--- src/rtl/serial_adder_if.sv ---
// Start/done handshake bundle for the bit-serial adder.
//   start        : request, accepted when the adder is not busy
//   a, b, cin    : operands and carry-in, captured on the accepting edge
//   sum, cout    : registered result, updated only on the completion edge
//   busy         : high while bits are being processed
//   done         : one-cycle pulse after sum/cout were written
// master drives the request side, slave is the adder itself.
interface serial_adder_if #(
  parameter int WIDTH = 8
);
  logic             start;
  logic [WIDTH-1:0] a;
  logic [WIDTH-1:0] b;
  logic             cin;
  logic [WIDTH-1:0] sum;
  logic             cout;
  logic             busy;
  logic             done;

  modport master (
    output start, a, b, cin,
    input  sum, cout, busy, done
  );

  modport slave (
    input  start, a, b, cin,
    output sum, cout, busy, done
  );
endinterface

--- src/rtl/serial_adder.sv ---
// Bit-serial WIDTH-bit adder: one full-adder slice plus a carry flop,
// one result bit per clock, WIDTH-cycle latency, issue interval WIDTH+1.
//   clk   : rising-edge clock
//   rst_n : asynchronous reset, active low
//   bus   : serial_adder_if slave (start/a/b/cin in, sum/cout/busy/done out)
module serial_adder #(
  parameter int WIDTH = 8
) (
  input  logic          clk,
  input  logic          rst_n,
  serial_adder_if.slave bus
);

  // One extra bit so a power-of-two WIDTH never wraps the counter.
  localparam int CW = $clog2(WIDTH) + 1;

  typedef enum logic [1:0] {
    IDLE = 2'd0,
    RUN  = 2'd1,
    DONE = 2'd2
  } state_t;

  state_t           state;
  state_t           state_nx;
  logic             load;
  logic             last;

  logic [WIDTH-1:0] sa;
  logic [WIDTH-1:0] sb;
  logic [WIDTH-1:0] ps;
  logic [WIDTH-1:0] ps_nx;
  logic             carry;
  logic             carry_nx;
  logic             s;
  logic [CW-1:0]    cnt;

  // State register; busy/done are registered from the next state so
  // they are plain flop outputs.
  always_ff @(posedge clk or negedge rst_n) begin
    if (!rst_n) begin
      state    <= IDLE;
      bus.busy <= 1'b0;
      bus.done <= 1'b0;
    end else begin
      state    <= state_nx;
      bus.busy <= (state_nx == RUN);
      bus.done <= (state_nx == DONE);
    end
  end

  always_comb begin
    state_nx = state;
    load     = 1'b0;
    last     = 1'b0;
    case (state)
      IDLE: begin
        if (bus.start) begin
          load     = 1'b1;
          state_nx = RUN;
        end
      end
      RUN: begin
        if (cnt == CW'(WIDTH - 1)) begin
          last     = 1'b1;
          state_nx = DONE;
        end
      end
      DONE: begin
        if (bus.start) begin
          load     = 1'b1;
          state_nx = RUN;
        end else begin
          state_nx = IDLE;
        end
      end
      default: state_nx = IDLE;
    endcase
  end

  // Full-adder slice on the current LSBs.
  assign s        = sa[0] ^ sb[0] ^ carry;
  assign carry_nx = (sa[0] & sb[0]) | (carry & (sa[0] ^ sb[0]));

  // Result bits enter at the MSB so bit 0 lands in the LSB after WIDTH shifts.
  generate
    if (WIDTH == 1) begin : g_ps_w1
      assign ps_nx = s;
    end else begin : g_ps_wn
      assign ps_nx = {s, ps[WIDTH-1:1]};
    end
  endgenerate

  always_ff @(posedge clk or negedge rst_n) begin
    if (!rst_n) begin
      sa       <= '0;
      sb       <= '0;
      ps       <= '0;
      carry    <= 1'b0;
      cnt      <= '0;
      bus.sum  <= '0;
      bus.cout <= 1'b0;
    end else if (load) begin
      sa    <= bus.a;
      sb    <= bus.b;
      carry <= bus.cin;
      ps    <= '0;
      cnt   <= '0;
    end else if (state == RUN) begin
      sa    <= sa >> 1;
      sb    <= sb >> 1;
      carry <= carry_nx;
      ps    <= ps_nx;
      cnt   <= cnt + 1'b1;
      if (last) begin
        // Take the shifter including this cycle's bit, not the stale register.
        bus.sum  <= ps_nx;
        bus.cout <= carry_nx;
      end
    end
  end

endmodule

--- src/flat_wrapper.sv ---
// flat-port wrapper written by rule: the top's interface ports become plain ports
module serial_adder_flat 
#(
  parameter int WIDTH = 8
)
  (clk, rst_n, bus_start, bus_a, bus_b, bus_cin, bus_sum, bus_cout, bus_busy, bus_done);
  serial_adder_if #(.WIDTH(WIDTH)) bus_i ();
  input  logic clk;
  input  logic rst_n;
  input wire logic [$bits(bus_i.start)-1:0] bus_start;
  input wire logic [$bits(bus_i.a)-1:0] bus_a;
  input wire logic [$bits(bus_i.b)-1:0] bus_b;
  input wire logic [$bits(bus_i.cin)-1:0] bus_cin;
  output wire logic [$bits(bus_i.sum)-1:0] bus_sum;
  output wire logic [$bits(bus_i.cout)-1:0] bus_cout;
  output wire logic [$bits(bus_i.busy)-1:0] bus_busy;
  output wire logic [$bits(bus_i.done)-1:0] bus_done;
  assign bus_i.start = bus_start;
  assign bus_i.a = bus_a;
  assign bus_i.b = bus_b;
  assign bus_i.cin = bus_cin;
  assign bus_sum = bus_i.sum;
  assign bus_cout = bus_i.cout;
  assign bus_busy = bus_i.busy;
  assign bus_done = bus_i.done;
  serial_adder #(.WIDTH(WIDTH)) u_core (.clk(clk), .rst_n(rst_n), .bus(bus_i));
endmodule
--- config.mk ---
export PLATFORM = sky130hd
export DESIGN_NAME = serial_adder_flat
export DESIGN_NICKNAME = d
export VERILOG_FILES = /design/src/rtl/serial_adder_if.sv /design/src/rtl/serial_adder.sv /design/src/flat_wrapper.sv
export SDC_FILE = /design/constraint.sdc
export NUM_CORES = 1
export LEC_CHECK = 0
export ABC_CLOCK_PERIOD_IN_PS = 1600
export CAP_MARGIN = 30
export CORE_ASPECT_RATIO = 0.75
export CORE_MARGIN = 2
export CORE_UTILIZATION = 50
export CTS_CLUSTER_DIAMETER = 120
export DETAILED_ROUTE_END_ITERATION = 8
export PLACE_DENSITY = 0.86
export RECOVER_POWER = 100
export SYNTH_ARGS = -nofsm -noshare
export SYNTH_HDL_FRONTEND = slang
export SYNTH_SLANG_ARGS = --single-unit
--- constraint.sdc ---
create_clock -name clk -period 1.6 [get_ports clk]
set_input_delay 0.48 -clock clk [delete_from_list [all_inputs] [get_ports clk]]
set_output_delay 0.48 -clock clk [all_outputs]
set_load 0.05 [all_outputs]
==> flow_summary.json <==
{
  "critical_path_class": "input pin to flop",
  "max_stage_delay_ns": 0.48,
  "routed_via_density": 5.606,
  "outcome": "completed",
  "hold_class": "input pin to asynchronous set/reset pin",
  "grt-ovfl-total": 0,
  "comb_power_share_pct": 45.8,
  "crit_start": "bus_start",
  "yosys-top-cells-area": "dfrtp_1, nand2_1, mux2_2",
  "p_leak_nw": 0.9817,
  "async_flop_share_pct": 100.0,
  "power_density_nw_per_um2": 2138,
  "drc_errors": 0,
  "drive_gt1_share_pct": 20.97,
  "cts_made_buffers": 5,
  "ant_nets": 0,
  "crit_fanout": 9,
  "root_buffer": "clkbuf_8",
  "hold_viol": 0,
  "ys_seq_area_share_pct": 60.74,
  "cts_hold_buf": 0,
  "fin_cells": 226,
  "floorplan.io_pins": 31,
  "fp.dieArea_um2": 3864,
  "htree_levels": 2,
  "tightestPinTransition_ns": 0.9673,
  "cp-end-kind": "flop",
  "grt_max_degree": 42,
  "antenna_found_initial": 0,
  "fmax_mhz": 661.3,
  "grt_pass1_vias": 1262,
  "yosysTopAreaCellShare_pct": 60.74,
  "crit_chain": "clkdlybuf4s50_1 -> nor2b_1 -> buf_4 -> nor3_1 -> a221o_1",
  "area.sequential_um2": 1026,
  "finalClockSkew_ns": 0.002394,
  "hpwl_um": 2457,
  "cp_slowest_cell": "clkdlybuf4s50_1",
  "drv_cap": 0,
  "cts_tree": "yes",
  "clockBufferDepth": 2,
  "clk_latency_ns": 0.28,
  "wl_met2_um": 1849,
  "max_slew_margin_pct": 35.51,
  "hold_ws_ns": 0.4209,
  "fp.dieH_um": 54.34,
  "gp_congestion": 0.7590,
  "layout.nets": 207,
  "dp_slack_ns": -0.1854,
  "yosysTopAreaCell": "dfrtp_1",
  "dpl.cell_count": 216,
  "fin_tns_setup_ns": 0,
  "m1WireLength_um": 1527,
  "reg2reg_slack_ns": 0.09,
  "antennaDiodeCount": 0,
  "grt_usage_pct": 21.22,
  "fin_ws_ns": 0.08772,
  "setup_viol": 0,
  "vdd_drop_max_mv": 0.9513,
  "swShare_pct": 42.01,
  "syn_area_um2": 1689,
  "route.detailed.wl_per_inst_um": 16.01,
  "die_width_um": 71.12,
  "path_clk_slew_ns": 0.07,
  "synth_most_common_cell": "dfrtp_1",
  "start_util_pct": 51.72,
  "synth-edff-count": 0,
  "synthToLayoutAreaGrowth_pct": 24.15,
  "portBuffers": 30,
  "fin_crit_ns": 1.512,
  "synth_common_cells": "dfrtp_1, nand2_1, nor2_1",
  "totalWireLength_um": 3618,
  "syn_inst": 148,
  "path_buf_inv": 2,
  "clkSinkCount": 41,
  "drtPass1Iterations": 4,
  "period_share_pct": 94.52,
  "syn_area_per_cell_um2": 11.41,
  "dr.max_layer_used": "met4",
  "clockPowerShare_pct": 13.9,
  "p_int_mw": 2.600,
  "rows": 18,
  "synth_cell_types": 24,
  "rsz0062_at_grt": "false",
  "wl_met3_um": 191,
  "slew_viol_final": 0,
  "reg2reg_from": "u_core.cnt[0]",
  "synth_ff_type": "dfrtp_1",
  "fillers": 254,
  "grt_pass1_wl_um": 6099,
  "yosys_warnings": 0,
  "p_switching_mw": 1.884,
  "cp_top_family": "buffers and inverters",
  "cp-start-kind": "input pin",
  "core-area_um2": 3266,
  "multiInputGateArea_um2": 595.6,
  "pwr-share-seq_pct": 40.2,
  "vias": 1267,
  "worstPathRequired_ns": 1.77,
  "ys_ff_latch": 41,
  "syn-num-nets": 170,
  "cp_data_arrival_time_ns": 1.68,
  "drt-initial-drc-count": 82
}
[placed cells by master, fill, tap and decap left out, types with 2 or more instances in the layout]
cell             synthesis  layout
clkinv_2                 0       2
clkbuf_2                 0      14
nor3_1                   3       3
dfrtp_1                 41      41
o21ai_0                  2       2
clkbuf_8                 0       5
buf_4                    0       5
a221o_1                  3       3
nand2_1                 27      27
inv_1                    5       5
clkdlybuf4s50_1          0      18
a22o_1                   9       9
a22oi_1                  2       2
nor2_1                  12      12
nand3_1                  3       3
mux2i_1                  4       4
a31oi_1                 10      10
mux2_2                   8       8
nand2b_1                 2       2
[cell families (layout without fill, tap and decap cells)]
group                    count (synthesis)  after routing  share of synthesized area, %
AO/OA/AOI/OAI                           27             27                         12.15
adder cells (fa/ha/maj)                  2              2                         1.926
buffers and inverters                   15             53                         4.148
flip-flops                              41             41                         60.74
multiplexers                            12             12                         7.704
AND/OR/NAND/NOR                         51             51                         13.33
[registers in the layout, summed over array words and instances (netlist names)]
| signal | cells |
|---|---|
| u_core.state | 2 |
| u_core.bus.sum | 8 |
| u_core.bus.busy | 1 |
| u_core.sb | 8 |
| u_core.ps | 7 |
| u_core.carry | 1 |
| u_core.bus.done | 1 |
| u_core.bus.cout | 1 |
| u_core.cnt | 4 |
| u_core.sa | 8 |
[stage by stage]
stage          cell area [µm²]  util [%]  power (mW)
3_5_place_dp              2191     67.09       4.359
4_1_cts                   2288     70.08       5.012
6_report                  2097     64.21       4.484
5_1_grt                   2097     64.21       4.800
2_1_floorplan             1689         -       3.261
3_3_place_gp              2191     67.09       4.220
[worst register-to-register path, cell delays in order, from the launching register on]
cell and delay [ns]:
dfrtp_1 0.41, ha_2 0.22, nand2_1 0.11, nor3_4 0.17, buf_6 0.16, mux2_2 0.33
[worst paths after layout]
check	cells past startpoint	to
worst max register to register	5	u_core.bus.sum[2]
max in group asynchronous	2	u_core.sb[4]
worst max-delay path	5	u_core.sa[0]
worst min register to register	1	u_core.cnt[2]
worst min-delay path	2	u_core.bus.sum[5]
min in group clk	1	u_core.cnt[2]
[area by class of cell]
class	instances	area share [%]
clock buffer	6	3.461
clock inverter	2	0.4773
inverter	5	0.8950
multi-input combinational	92	28.40
sequential	41	48.93
tap	40	2.387
timing repair buffer	40	15.45
[power groups by stage]
stage | clock (mW) | combinational, mW | sequential, mW
global route | 0.700 | 2.23 | 1.87
global placement | 0 | 2.37 | 1.85
detailed placement | 0 | 2.47 | 1.89
finish | 0.625 | 2.05 | 1.80
CTS | 0.644 | 2.50 | 1.87
floorplan | 0 | 1.09 | 2.17
[layer usage]
metal / vias to the layer above / GRT usage [%]
li1: 583 / -
met5: - / 0
met3: 4 / 4.972
met4: 0 / 6.918
met2: 38 / 36.76
met1: 642 / 27.13
[repair_timing]
item / in CTS / in global routing
buffers inserted: 2 / 0
pin swaps: 1 / 1
setup endpoints to repair: 8 / 8
resized for setup: 0 / 2
Note: power is estimated with default switching activity, not from simulation.
